File: config.mk
export PLATFORM = sky130hd
export DESIGN_NAME = ball_motion_flat
export DESIGN_NICKNAME = d
export VERILOG_FILES = /design/src/rtl/golf_pkg.sv /design/src/rtl/ball_motion_if.sv /design/src/rtl/ball_axis_step.sv /design/src/rtl/ball_motion.sv /design/src/flat_wrapper.sv
export SDC_FILE = /design/constraint.sdc
export NUM_CORES = 1
export LEC_CHECK = 0
export BUFFER_PORTS_ARGS = -buffer_cell sky130_fd_sc_hd__buf_4
export CAP_MARGIN = 25
export CORE_ASPECT_RATIO = 0.8
export CORE_MARGIN = 5
export CORE_UTILIZATION = 55
export DETAILED_ROUTE_END_ITERATION = 10
export MAX_ROUTING_LAYER = met4
export PLACE_DENSITY_LB_ADDON = 0.15
export SYNTH_ARGS = -nofsm -noshare
export SYNTH_HDL_FRONTEND = slang
export SYNTH_SLANG_ARGS = --single-unit
export TNS_END_PERCENT = 5
File: constraint.sdc
create_clock -name pixel_clk_in -period 12.85 [get_ports pixel_clk_in]
set_clock_uncertainty 0.15 [all_clocks]
set_input_delay 0.6425 -clock pixel_clk_in [delete_from_list [all_inputs] [get_ports pixel_clk_in]]
set_output_delay 0.6425 -clock pixel_clk_in [all_outputs]
set_load 0.03 [all_outputs]
File: src/rtl/golf_pkg.sv
// Shared definitions for the ball physics block: fixed-point format, the
// position type and the integrator state encoding.
// The SUNK state exists only when BALL_MOTION_HOLE_DETECT_EN is defined.
package golf_pkg;

  localparam int FRAC_BITS = 5;    // 11.5 unsigned position format
  localparam int Q8_ONE    = 256;  // 1.0 in the Q8 direction inputs

  typedef logic [15:0] position_t;

  typedef enum logic [2:0] {
    S_IDLE  = 3'd0,
    S_WAIT  = 3'd1,
    S_CALC  = 3'd2,
    S_APPLY = 3'd3
`ifdef BALL_MOTION_HOLE_DETECT_EN
    ,
    S_SUNK  = 3'd4
`endif
  } state_t;

endpackage

File: src/rtl/ball_motion_if.sv
// Shot/frame control and ball status bundle between game control and the
// ball integrator.
//   master : game control side (drives shot and frame inputs, reads status)
//   slave  : ball_motion side
// Signals:
//   frame_tick_in  one-cycle per-frame pulse (vertical blank)
//   shoot_in       one-cycle shot request
//   power_in       launch speed, sub-pixels per frame
//   cos_abs_in/cos_sign_in, sin_abs_in/sin_sign_in  aim direction, Q8
//   ballx, bally   11.5 fixed-point position
//   moving_out, stop_pulse_out, shot_count_out, sunk_out  status
interface ball_motion_if;
  import golf_pkg::*;

  logic        frame_tick_in;
  logic        shoot_in;
  logic [7:0]  power_in;
  logic [15:0] cos_abs_in;
  logic        cos_sign_in;
  logic [15:0] sin_abs_in;
  logic        sin_sign_in;
  position_t   ballx;
  position_t   bally;
  logic        moving_out;
  logic        stop_pulse_out;
  logic [7:0]  shot_count_out;
  logic        sunk_out;

  modport master (
    output frame_tick_in, shoot_in, power_in,
    output cos_abs_in, cos_sign_in, sin_abs_in, sin_sign_in,
    input  ballx, bally, moving_out, stop_pulse_out, shot_count_out, sunk_out
  );

  modport slave (
    input  frame_tick_in, shoot_in, power_in,
    input  cos_abs_in, cos_sign_in, sin_abs_in, sin_sign_in,
    output ballx, bally, moving_out, stop_pulse_out, shot_count_out, sunk_out
  );

endinterface

File: src/rtl/ball_axis_step.sv
// One-axis position step with edge reflection (purely combinational).
// Ports:
//   pos       current position, 11.5 fixed point
//   delta     step magnitude this frame
//   dir_pos   1 = step towards larger coordinates
//   lo, hi    inclusive position bounds
//   pos_next  stepped position, clamped to [lo, hi]
//   dir_next  direction after the step (inverted when a bound was hit)
module ball_axis_step
  import golf_pkg::*;
(
  input  position_t pos,
  input  position_t delta,
  input  logic      dir_pos,
  input  position_t lo,
  input  position_t hi,
  output position_t pos_next,
  output logic      dir_next
);

  // 18-bit signed candidate so that an undershoot below zero stays negative
  // and an overshoot past 16 bits does not wrap.
  logic signed [17:0] pos_s;
  logic signed [17:0] delta_s;
  logic signed [17:0] lo_s;
  logic signed [17:0] hi_s;
  logic signed [17:0] cand;

  always_comb begin
    pos_s    = $signed({2'b00, pos});
    delta_s  = $signed({2'b00, delta});
    lo_s     = $signed({2'b00, lo});
    hi_s     = $signed({2'b00, hi});
    cand     = dir_pos ? (pos_s + delta_s) : (pos_s - delta_s);
    pos_next = cand[15:0];
    dir_next = dir_pos;
    if (cand < lo_s) begin
      pos_next = lo;
      dir_next = ~dir_pos;
    end else if (cand > hi_s) begin
      pos_next = hi;
      dir_next = ~dir_pos;
    end
  end

endmodule

File: src/rtl/ball_motion.sv
// Per-frame ball physics integrator. A shot latches aim and power; each
// frame tick then runs CALC (scale speed by direction) and APPLY (step,
// reflect off edges, apply friction). Position feeds the map renderer.
// Ports:
//   pixel_clk_in  pixel clock
//   rst_in        asynchronous active-low reset
//   bus           ball_motion_if.slave (shot/frame inputs, position/status)
// Optional feature: define BALL_MOTION_HOLE_DETECT_EN to capture a slow
// ball near (HOLE_X, HOLE_Y) into the terminal SUNK state; otherwise
// sunk_out is tied low.
module ball_motion
  import golf_pkg::*;
#(
  parameter int SCREEN_W = 1280,
  parameter int SCREEN_H = 720,
  parameter int START_X  = 640,
  parameter int START_Y  = 360,
  parameter int FRICTION = 1,
  parameter int EDGE     = 4
`ifdef BALL_MOTION_HOLE_DETECT_EN
  ,
  parameter int HOLE_X         = 1100,
  parameter int HOLE_Y         = 360,
  parameter int HOLE_MAX_SPEED = 40
`endif
)(
  input logic         pixel_clk_in,
  input logic         rst_in,
  ball_motion_if.slave bus
);

  localparam position_t X_LO    = position_t'(EDGE << FRAC_BITS);
  localparam position_t X_HI    = position_t'((SCREEN_W - 1 - EDGE) << FRAC_BITS);
  localparam position_t Y_LO    = position_t'(EDGE << FRAC_BITS);
  localparam position_t Y_HI    = position_t'((SCREEN_H - 1 - EDGE) << FRAC_BITS);
  localparam position_t X_START = position_t'(START_X << FRAC_BITS);
  localparam position_t Y_START = position_t'(START_Y << FRAC_BITS);
  localparam logic [7:0] FRIC   = 8'(FRICTION);

  state_t      state, state_next;
  position_t   x_pos, y_pos;
  logic [7:0]  speed;
  logic [15:0] cos_abs_r, sin_abs_r;
  logic        cos_sign_r, sin_sign_r;
  position_t   dx_p1, dy_p1;
  logic        moving, stop_pulse, sunk;
  logic [7:0]  shot_count;

  logic        accept_shot, do_calc, do_apply, rest, capture;
  logic [23:0] prod_x, prod_y;
  logic [7:0]  speed_dec;
  position_t   x_step, y_step;
  logic        dir_x_next, dir_y_next;

  always_comb begin
    prod_x    = {16'd0, speed} * {8'd0, cos_abs_r};
    prod_y    = {16'd0, speed} * {8'd0, sin_abs_r};
    speed_dec = (speed > FRIC) ? (speed - FRIC) : 8'd0;
  end

  // y grows downwards, so sin_sign = 0 means stepping towards larger y.
  ball_axis_step u_step_x (
    .pos      (x_pos),
    .delta    (dx_p1),
    .dir_pos  (cos_sign_r),
    .lo       (X_LO),
    .hi       (X_HI),
    .pos_next (x_step),
    .dir_next (dir_x_next)
  );

  ball_axis_step u_step_y (
    .pos      (y_pos),
    .delta    (dy_p1),
    .dir_pos  (~sin_sign_r),
    .lo       (Y_LO),
    .hi       (Y_HI),
    .pos_next (y_step),
    .dir_next (dir_y_next)
  );

`ifdef BALL_MOTION_HOLE_DETECT_EN
  localparam logic [10:0] HOLE_XI    = 11'(HOLE_X);
  localparam logic [10:0] HOLE_YI    = 11'(HOLE_Y);
  localparam logic [7:0]  HOLE_SPD   = 8'(HOLE_MAX_SPEED);
  localparam position_t   HOLE_POS_X = position_t'(HOLE_X << FRAC_BITS);
  localparam position_t   HOLE_POS_Y = position_t'(HOLE_Y << FRAC_BITS);

  function automatic logic near_hole(input logic [10:0] v, input logic [10:0] c);
    logic [10:0] diff;
    diff = (v >= c) ? (v - c) : (c - v);
    return diff <= 11'd3;
  endfunction

  logic hole_hit;
  // Checked on the post-step integer position against the pre-decay speed.
  assign hole_hit = near_hole(x_step[15:5], HOLE_XI) &&
                    near_hole(y_step[15:5], HOLE_YI) &&
                    (speed <= HOLE_SPD);
`endif

  always_ff @(posedge pixel_clk_in or negedge rst_in) begin
    if (!rst_in) state <= S_IDLE;
    else         state <= state_next;
  end

  always_comb begin
    state_next  = state;
    accept_shot = 1'b0;
    do_calc     = 1'b0;
    do_apply    = 1'b0;
    rest        = 1'b0;
    capture     = 1'b0;
    case (state)
      S_IDLE: begin
        // A same-cycle frame tick is ignored here; motion starts on the next one.
        if (bus.shoot_in && (bus.power_in != 8'd0)) begin
          accept_shot = 1'b1;
          state_next  = S_WAIT;
        end
      end
      S_WAIT: begin
        if (bus.frame_tick_in) state_next = S_CALC;
      end
      S_CALC: begin
        do_calc    = 1'b1;
        state_next = S_APPLY;
      end
      S_APPLY: begin
        do_apply = 1'b1;
`ifdef BALL_MOTION_HOLE_DETECT_EN
        if (hole_hit) begin
          capture    = 1'b1;
          state_next = S_SUNK;
        end else
`endif
        if (speed_dec == 8'd0) begin
          rest       = 1'b1;
          state_next = S_IDLE;
        end else begin
          state_next = S_WAIT;
        end
      end
`ifdef BALL_MOTION_HOLE_DETECT_EN
      S_SUNK: state_next = S_SUNK;
`endif
      default: state_next = S_IDLE;
    endcase
  end

  always_ff @(posedge pixel_clk_in or negedge rst_in) begin
    if (!rst_in) begin
      x_pos      <= X_START;
      y_pos      <= Y_START;
      speed      <= 8'd0;
      cos_abs_r  <= 16'd0;
      cos_sign_r <= 1'b0;
      sin_abs_r  <= 16'd0;
      sin_sign_r <= 1'b0;
      dx_p1      <= 16'd0;
      dy_p1      <= 16'd0;
      moving     <= 1'b0;
      stop_pulse <= 1'b0;
      sunk       <= 1'b0;
      shot_count <= 8'd0;
    end else begin
      stop_pulse <= 1'b0;
      if (accept_shot) begin
        speed      <= bus.power_in;
        cos_abs_r  <= bus.cos_abs_in;
        cos_sign_r <= bus.cos_sign_in;
        sin_abs_r  <= bus.sin_abs_in;
        sin_sign_r <= bus.sin_sign_in;
        moving     <= 1'b1;
        if (shot_count != 8'hFF) shot_count <= shot_count + 8'd1;
      end
      // CALC -> p1: per-axis step magnitude, Q8 product truncated to 16 bits
      if (do_calc) begin
        dx_p1 <= prod_x[23:8];
        dy_p1 <= prod_y[23:8];
      end
      // APPLY: commit reflected position, direction and decayed speed
      if (do_apply) begin
        x_pos      <= x_step;
        y_pos      <= y_step;
        cos_sign_r <= dir_x_next;
        sin_sign_r <= ~dir_y_next;
        speed      <= speed_dec;
        if (rest) begin
          moving     <= 1'b0;
          stop_pulse <= 1'b1;
        end
`ifdef BALL_MOTION_HOLE_DETECT_EN
        if (capture) begin
          x_pos      <= HOLE_POS_X;
          y_pos      <= HOLE_POS_Y;
          speed      <= 8'd0;
          moving     <= 1'b0;
          stop_pulse <= 1'b1;
          sunk       <= 1'b1;
        end
`endif
      end
    end
  end

  assign bus.ballx          = x_pos;
  assign bus.bally          = y_pos;
  assign bus.moving_out     = moving;
  assign bus.stop_pulse_out = stop_pulse;
  assign bus.shot_count_out = shot_count;
`ifdef BALL_MOTION_HOLE_DETECT_EN
  assign bus.sunk_out       = sunk;
`else
  assign bus.sunk_out       = 1'b0;
`endif

endmodule

File: src/flat_wrapper.sv
// flat-port wrapper written by rule: the top's interface ports become plain ports
module ball_motion_flat import golf_pkg::*;
#(
  parameter int SCREEN_W = 1280,
  parameter int SCREEN_H = 720,
  parameter int START_X  = 640,
  parameter int START_Y  = 360,
  parameter int FRICTION = 1,
  parameter int EDGE     = 4

)
  (pixel_clk_in, rst_in, bus_frame_tick_in, bus_shoot_in, bus_power_in, bus_cos_abs_in, bus_cos_sign_in, bus_sin_abs_in, bus_sin_sign_in, bus_ballx, bus_bally, bus_moving_out, bus_stop_pulse_out, bus_shot_count_out, bus_sunk_out);
  ball_motion_if bus_i ();
  input logic pixel_clk_in;
  input logic rst_in;
  input wire logic [$bits(bus_i.frame_tick_in)-1:0] bus_frame_tick_in;
  input wire logic [$bits(bus_i.shoot_in)-1:0] bus_shoot_in;
  input wire logic [$bits(bus_i.power_in)-1:0] bus_power_in;
  input wire logic [$bits(bus_i.cos_abs_in)-1:0] bus_cos_abs_in;
  input wire logic [$bits(bus_i.cos_sign_in)-1:0] bus_cos_sign_in;
  input wire logic [$bits(bus_i.sin_abs_in)-1:0] bus_sin_abs_in;
  input wire logic [$bits(bus_i.sin_sign_in)-1:0] bus_sin_sign_in;
  output wire logic [$bits(bus_i.ballx)-1:0] bus_ballx;
  output wire logic [$bits(bus_i.bally)-1:0] bus_bally;
  output wire logic [$bits(bus_i.moving_out)-1:0] bus_moving_out;
  output wire logic [$bits(bus_i.stop_pulse_out)-1:0] bus_stop_pulse_out;
  output wire logic [$bits(bus_i.shot_count_out)-1:0] bus_shot_count_out;
  output wire logic [$bits(bus_i.sunk_out)-1:0] bus_sunk_out;
  assign bus_i.frame_tick_in = bus_frame_tick_in;
  assign bus_i.shoot_in = bus_shoot_in;
  assign bus_i.power_in = bus_power_in;
  assign bus_i.cos_abs_in = bus_cos_abs_in;
  assign bus_i.cos_sign_in = bus_cos_sign_in;
  assign bus_i.sin_abs_in = bus_sin_abs_in;
  assign bus_i.sin_sign_in = bus_sin_sign_in;
  assign bus_ballx = bus_i.ballx;
  assign bus_bally = bus_i.bally;
  assign bus_moving_out = bus_i.moving_out;
  assign bus_stop_pulse_out = bus_i.stop_pulse_out;
  assign bus_shot_count_out = bus_i.shot_count_out;
  assign bus_sunk_out = bus_i.sunk_out;
  ball_motion #(.SCREEN_W(SCREEN_W), .SCREEN_H(SCREEN_H), .START_X(START_X), .START_Y(START_Y), .FRICTION(FRICTION), .EDGE(EDGE)) u_core (.pixel_clk_in(pixel_clk_in), .rst_in(rst_in), .bus(bus_i));
endmodule
==> impl_metrics.ini <==
[worst_setup_path]
crit-reg2reg-launch = u_core.speed[7]
worst_ep_arrival_time_ps = 6610
r2r_setup_slack_ps = 6380
crit_slowest_cell = sky130_fd_sc_hd__dfrtp_1
cp_slowest_stage_delay_ps = 990
reg2regPathDepth = 18
critical_path.cell_chain = nand2_1 > fa_1 > fa_1 > inv_1 > fa_1 > inv_1 > fa_1 > inv_1 > ha_1 > a21oi_1 > o21ai_1 > o21ai_0 > o21ai_1 > a311oi_1 > nor3_1 > a2111oi_1 > xor2_1 > mux2i_1
crit_path_start_kind = flop
worst-setup-path-type = flop to flop
critical_path_buf_inv_count = 3
crit_path_max_fanout = 35
timing.critical_path.required_ps = 12990
crit_path_end_kind = flop
critical_path.top_delay_family = adder cells
crit_top_cell = sky130_fd_sc_hd__fa_1
rr_endpoint = u_core.dy_p1[14]

[cts]
cts_max_level = 4
cts_setup_buffers = 0
clock_path_buffers = 2
clk_latency_worst_skew_pair_ps = 430
postCtsHoldBufs = 0
cts_tree = built
cts_inserted_buffers = 17
clkTransAtPathRegs_ps = 60
cts_num_sinks = 118
clock_tree_root_buffer_cell = sky130_fd_sc_hd__clkbuf_16
postCtsResizedCells = 0

[global_route]
gr-max-usage-layer = met2
grt_overflow_total = 0
grt_util_all_layers = 0.2582
via_count_of_the_first_global_routing_pass = 12850
maximum_number_of_pins_on_one_net_before_global_route_repair = 67
groute.layer.met1.usage = 0.3545
groute.layer.met3.usage = 0.03090
grt_antenna_before_repair = 0
wire_length_of_the_first_global_routing_pass_mm = 65.78
grtUsageMet2 = 0.4159

[timing]
rsz0062_at_grt = no
max_slew.worst_pin.slew_ps = 1003
fmaxAchievable_mhz = 154.5
maxSlewHeadroom = 0.3311
final-hold-violation-count = 0
final-max-slew-violation-count = 0
finalCriticalPeriod_ps = 6470
report.final.setup_viol = 0
totalNegativeSetupSlack_ps = 0
layout_worst_path_cycle_share = 0.5035

[logic_synthesis]
synth-seq-cells = 118
synth_nets = 2110
count_of_flip_flops_with_a_built_in_enable_after_synthesis = 0
synthesis.yosys.warnings = 0
mappedNetlistArea_um2 = 15860
unique_cell_type_count_in_the_yosys_netlist = 89
synth_top_cells_by_area = sky130_fd_sc_hd__fa_1 21%, sky130_fd_sc_hd__dfrtp_1 18%, sky130_fd_sc_hd__ha_1 12%
yosys.area.top_type_share = 0.2146
yosys_most_used_dff = sky130_fd_sc_hd__dfrtp_1
synth_area_per_cell_um2 = 9.110
synthDominantAreaCellType = sky130_fd_sc_hd__fa_1
synth-seq-area-share = 0.1867
synthCells = 1741
synth-async-reset-ratio = 1.000

[die]
rows = 55
dieWidth_um = 199.9
floorplan.initialDensity = 0.5594
die_area_um2 = 32350
dieHeight_um = 161.9
io_pins = 89
design.core.area_um2 = 28350

[routing]
drt_iter0_markers = 709
drt_pre_antenna_iters = 5
detailed_route_via_count = 12480
route.detailed.drc = 0
ant_nets = 0
drt-wirelength-per-cell_um = 17.94
via_per_inst = 5.741
wl_mm = 39.01

[min_path]
holdCritPathClass = input pin to asynchronous set/reset pin

[placed_design]
place.port_buffers = 87
gp_congestion = 0.9312
dp_hpwl_mm = 29.92

[outcome]
outcome = finished clean

[cells_and_area]
area.growth.synth_to_final_pct = 9.317
n_fill_cell = 2500
drive_above_1_share = 0.1125
antenna-diode-count = 0
total_nets_final = 2160

[job]
drv_cap = 0
-- logic make-up after synthesis --
group	Yosys count	share of synthesized area
flip-flops	118	0.1867
other	1	0.0002364
buffers and inverters	337	0.08181
AO/OA/AOI/OAI	324	0.1442
adder cells (fa/ha/maj)	323	0.3353
AND/OR/NAND/NOR	532	0.1863
multiplexers	52	0.03566
XOR/XNOR	54	0.02982
-- worst max path at each step --
stage | from | endpoint | slack, ps | cells after the start
2_1_floorplan | u_core.speed[6] | u_core.dy_p1[14] | 7300 | 20
3_3_place_gp | u_core.speed[7] | u_core.dy_p1[14] | 6660 | 18
3_5_place_dp | u_core.speed[7] | u_core.dy_p1[14] | 6460 | 18
4_1_cts | u_core.speed[7] | u_core.dy_p1[14] | 6430 | 18
5_1_grt | u_core.speed[7] | u_core.dy_p1[14] | 6030 | 18
6_report | u_core.speed[7] | u_core.dy_p1[14] | 6380 | 18
-- worst reg2reg max path, stage by stage, from the launching register on --
cell,delay (ps)
sky130_fd_sc_hd__dfrtp_1,990
sky130_fd_sc_hd__nand2_1,190
sky130_fd_sc_hd__fa_1,560
sky130_fd_sc_hd__fa_1,550
sky130_fd_sc_hd__inv_1,60
sky130_fd_sc_hd__fa_1,540
sky130_fd_sc_hd__inv_1,60
sky130_fd_sc_hd__fa_1,540
sky130_fd_sc_hd__inv_1,40
sky130_fd_sc_hd__ha_1,300
sky130_fd_sc_hd__a21oi_1,130
sky130_fd_sc_hd__o21ai_1,150
sky130_fd_sc_hd__o21ai_0,400
sky130_fd_sc_hd__o21ai_1,240
sky130_fd_sc_hd__a311oi_1,570
sky130_fd_sc_hd__nor3_1,120
sky130_fd_sc_hd__a2111oi_1,480
sky130_fd_sc_hd__xor2_1,200
sky130_fd_sc_hd__mux2i_1,90
-- sequential cells by signal, indices dropped and copies added (netlist names) --
signal	cells
u_core.state	2
u_core.bus.bally	16
u_core.bus.stop_pulse_out	1
u_core.sin_sign_r	1
u_core.cos_abs_r	16
u_core.dy_p1	16
u_core.bus.shot_count_out	8
u_core.cos_sign_r	1
u_core.sin_abs_r	16
u_core.speed	8
u_core.bus.moving_out	1
u_core.bus.ballx	16
u_core.dx_p1	16
-- layout by cell type, fill, tap and decap left out, drive strengths merged, types with 9 or more instances in the layout --
master / n
o211ai: 15
nand2: 97
dfrtp: 112
o21ai: 72
a21oi: 69
ha: 153
a211oi: 13
mux2: 36
a31oi: 17
buf: 102
nor4: 14
inv: 266
and3: 12
nor2: 58
o31ai: 9
mux2i: 16
o2bb2ai: 18
xnor2: 30
clkbuf: 19
o21a: 9
nand2b: 16
a21o: 14
nor2b: 15
fa: 170
and2: 213
xor2: 24
nand3: 22
nor3: 37
-- metrics by stage --
stage          hold WS [ps]  cell area, um2  std cells  utilization  worst slack, ps
2_1_floorplan         196.9           15860       1741            -             7296
3_3_place_gp          342.5           16790       2142       0.5924             6656
3_5_place_dp          347.8           16790       2142       0.5924             6462
4_1_cts               111.5           17340       2174       0.6115             6429
5_1_grt               145.7           17340       2174       0.6115             6030
6_report              92.50           17340       2174       0.6115             6380
-- cell usage after synthesis (22+ instances only) --
| cell | number |
|---|---|
| sky130_fd_sc_hd__fa_1 | 170 |
| sky130_fd_sc_hd__and2_1 | 213 |
| sky130_fd_sc_hd__nand2_1 | 97 |
| sky130_fd_sc_hd__nand3_1 | 22 |
| sky130_fd_sc_hd__xnor2_1 | 30 |
| sky130_fd_sc_hd__ha_1 | 153 |
| sky130_fd_sc_hd__inv_1 | 266 |
| sky130_fd_sc_hd__o21ai_0 | 65 |
| sky130_fd_sc_hd__nor2_1 | 58 |
| sky130_fd_sc_hd__nor3_1 | 36 |
| sky130_fd_sc_hd__a21oi_1 | 69 |
| sky130_fd_sc_hd__xor2_1 | 24 |
| sky130_fd_sc_hd__mux2_2 | 36 |
| sky130_fd_sc_hd__clkbuf_1 | 56 |
| sky130_fd_sc_hd__dfrtp_1 | 112 |
-- per-layer routing --
| metal | vias to the layer above | share of wire |
|---|---|---|
| met5 | - | 0 |
| met4 | 0 | 0.019 |
| met3 | 55 | 0.041 |
| met2 | 315 | 0.48 |
| met1 | 6216 | 0.46 |
| li1 | 5895 | - |
-- layout make-up --
cell class,instances,area [um2],area share
repair buffers,102,765.7,0.04417
clock inverters,13,110.1,0.006351
clock buffers,19,432.9,0.02497
multi-input cells,1286,11610,0.6695
well taps,370,462.9,0.02670
flip-flops and latches,118,2960,0.1707
inverters,266,998.5,0.05759
Power is not shown: default switching activity piles up to over one toggle a cycle in this logic, so the estimate is an artifact.
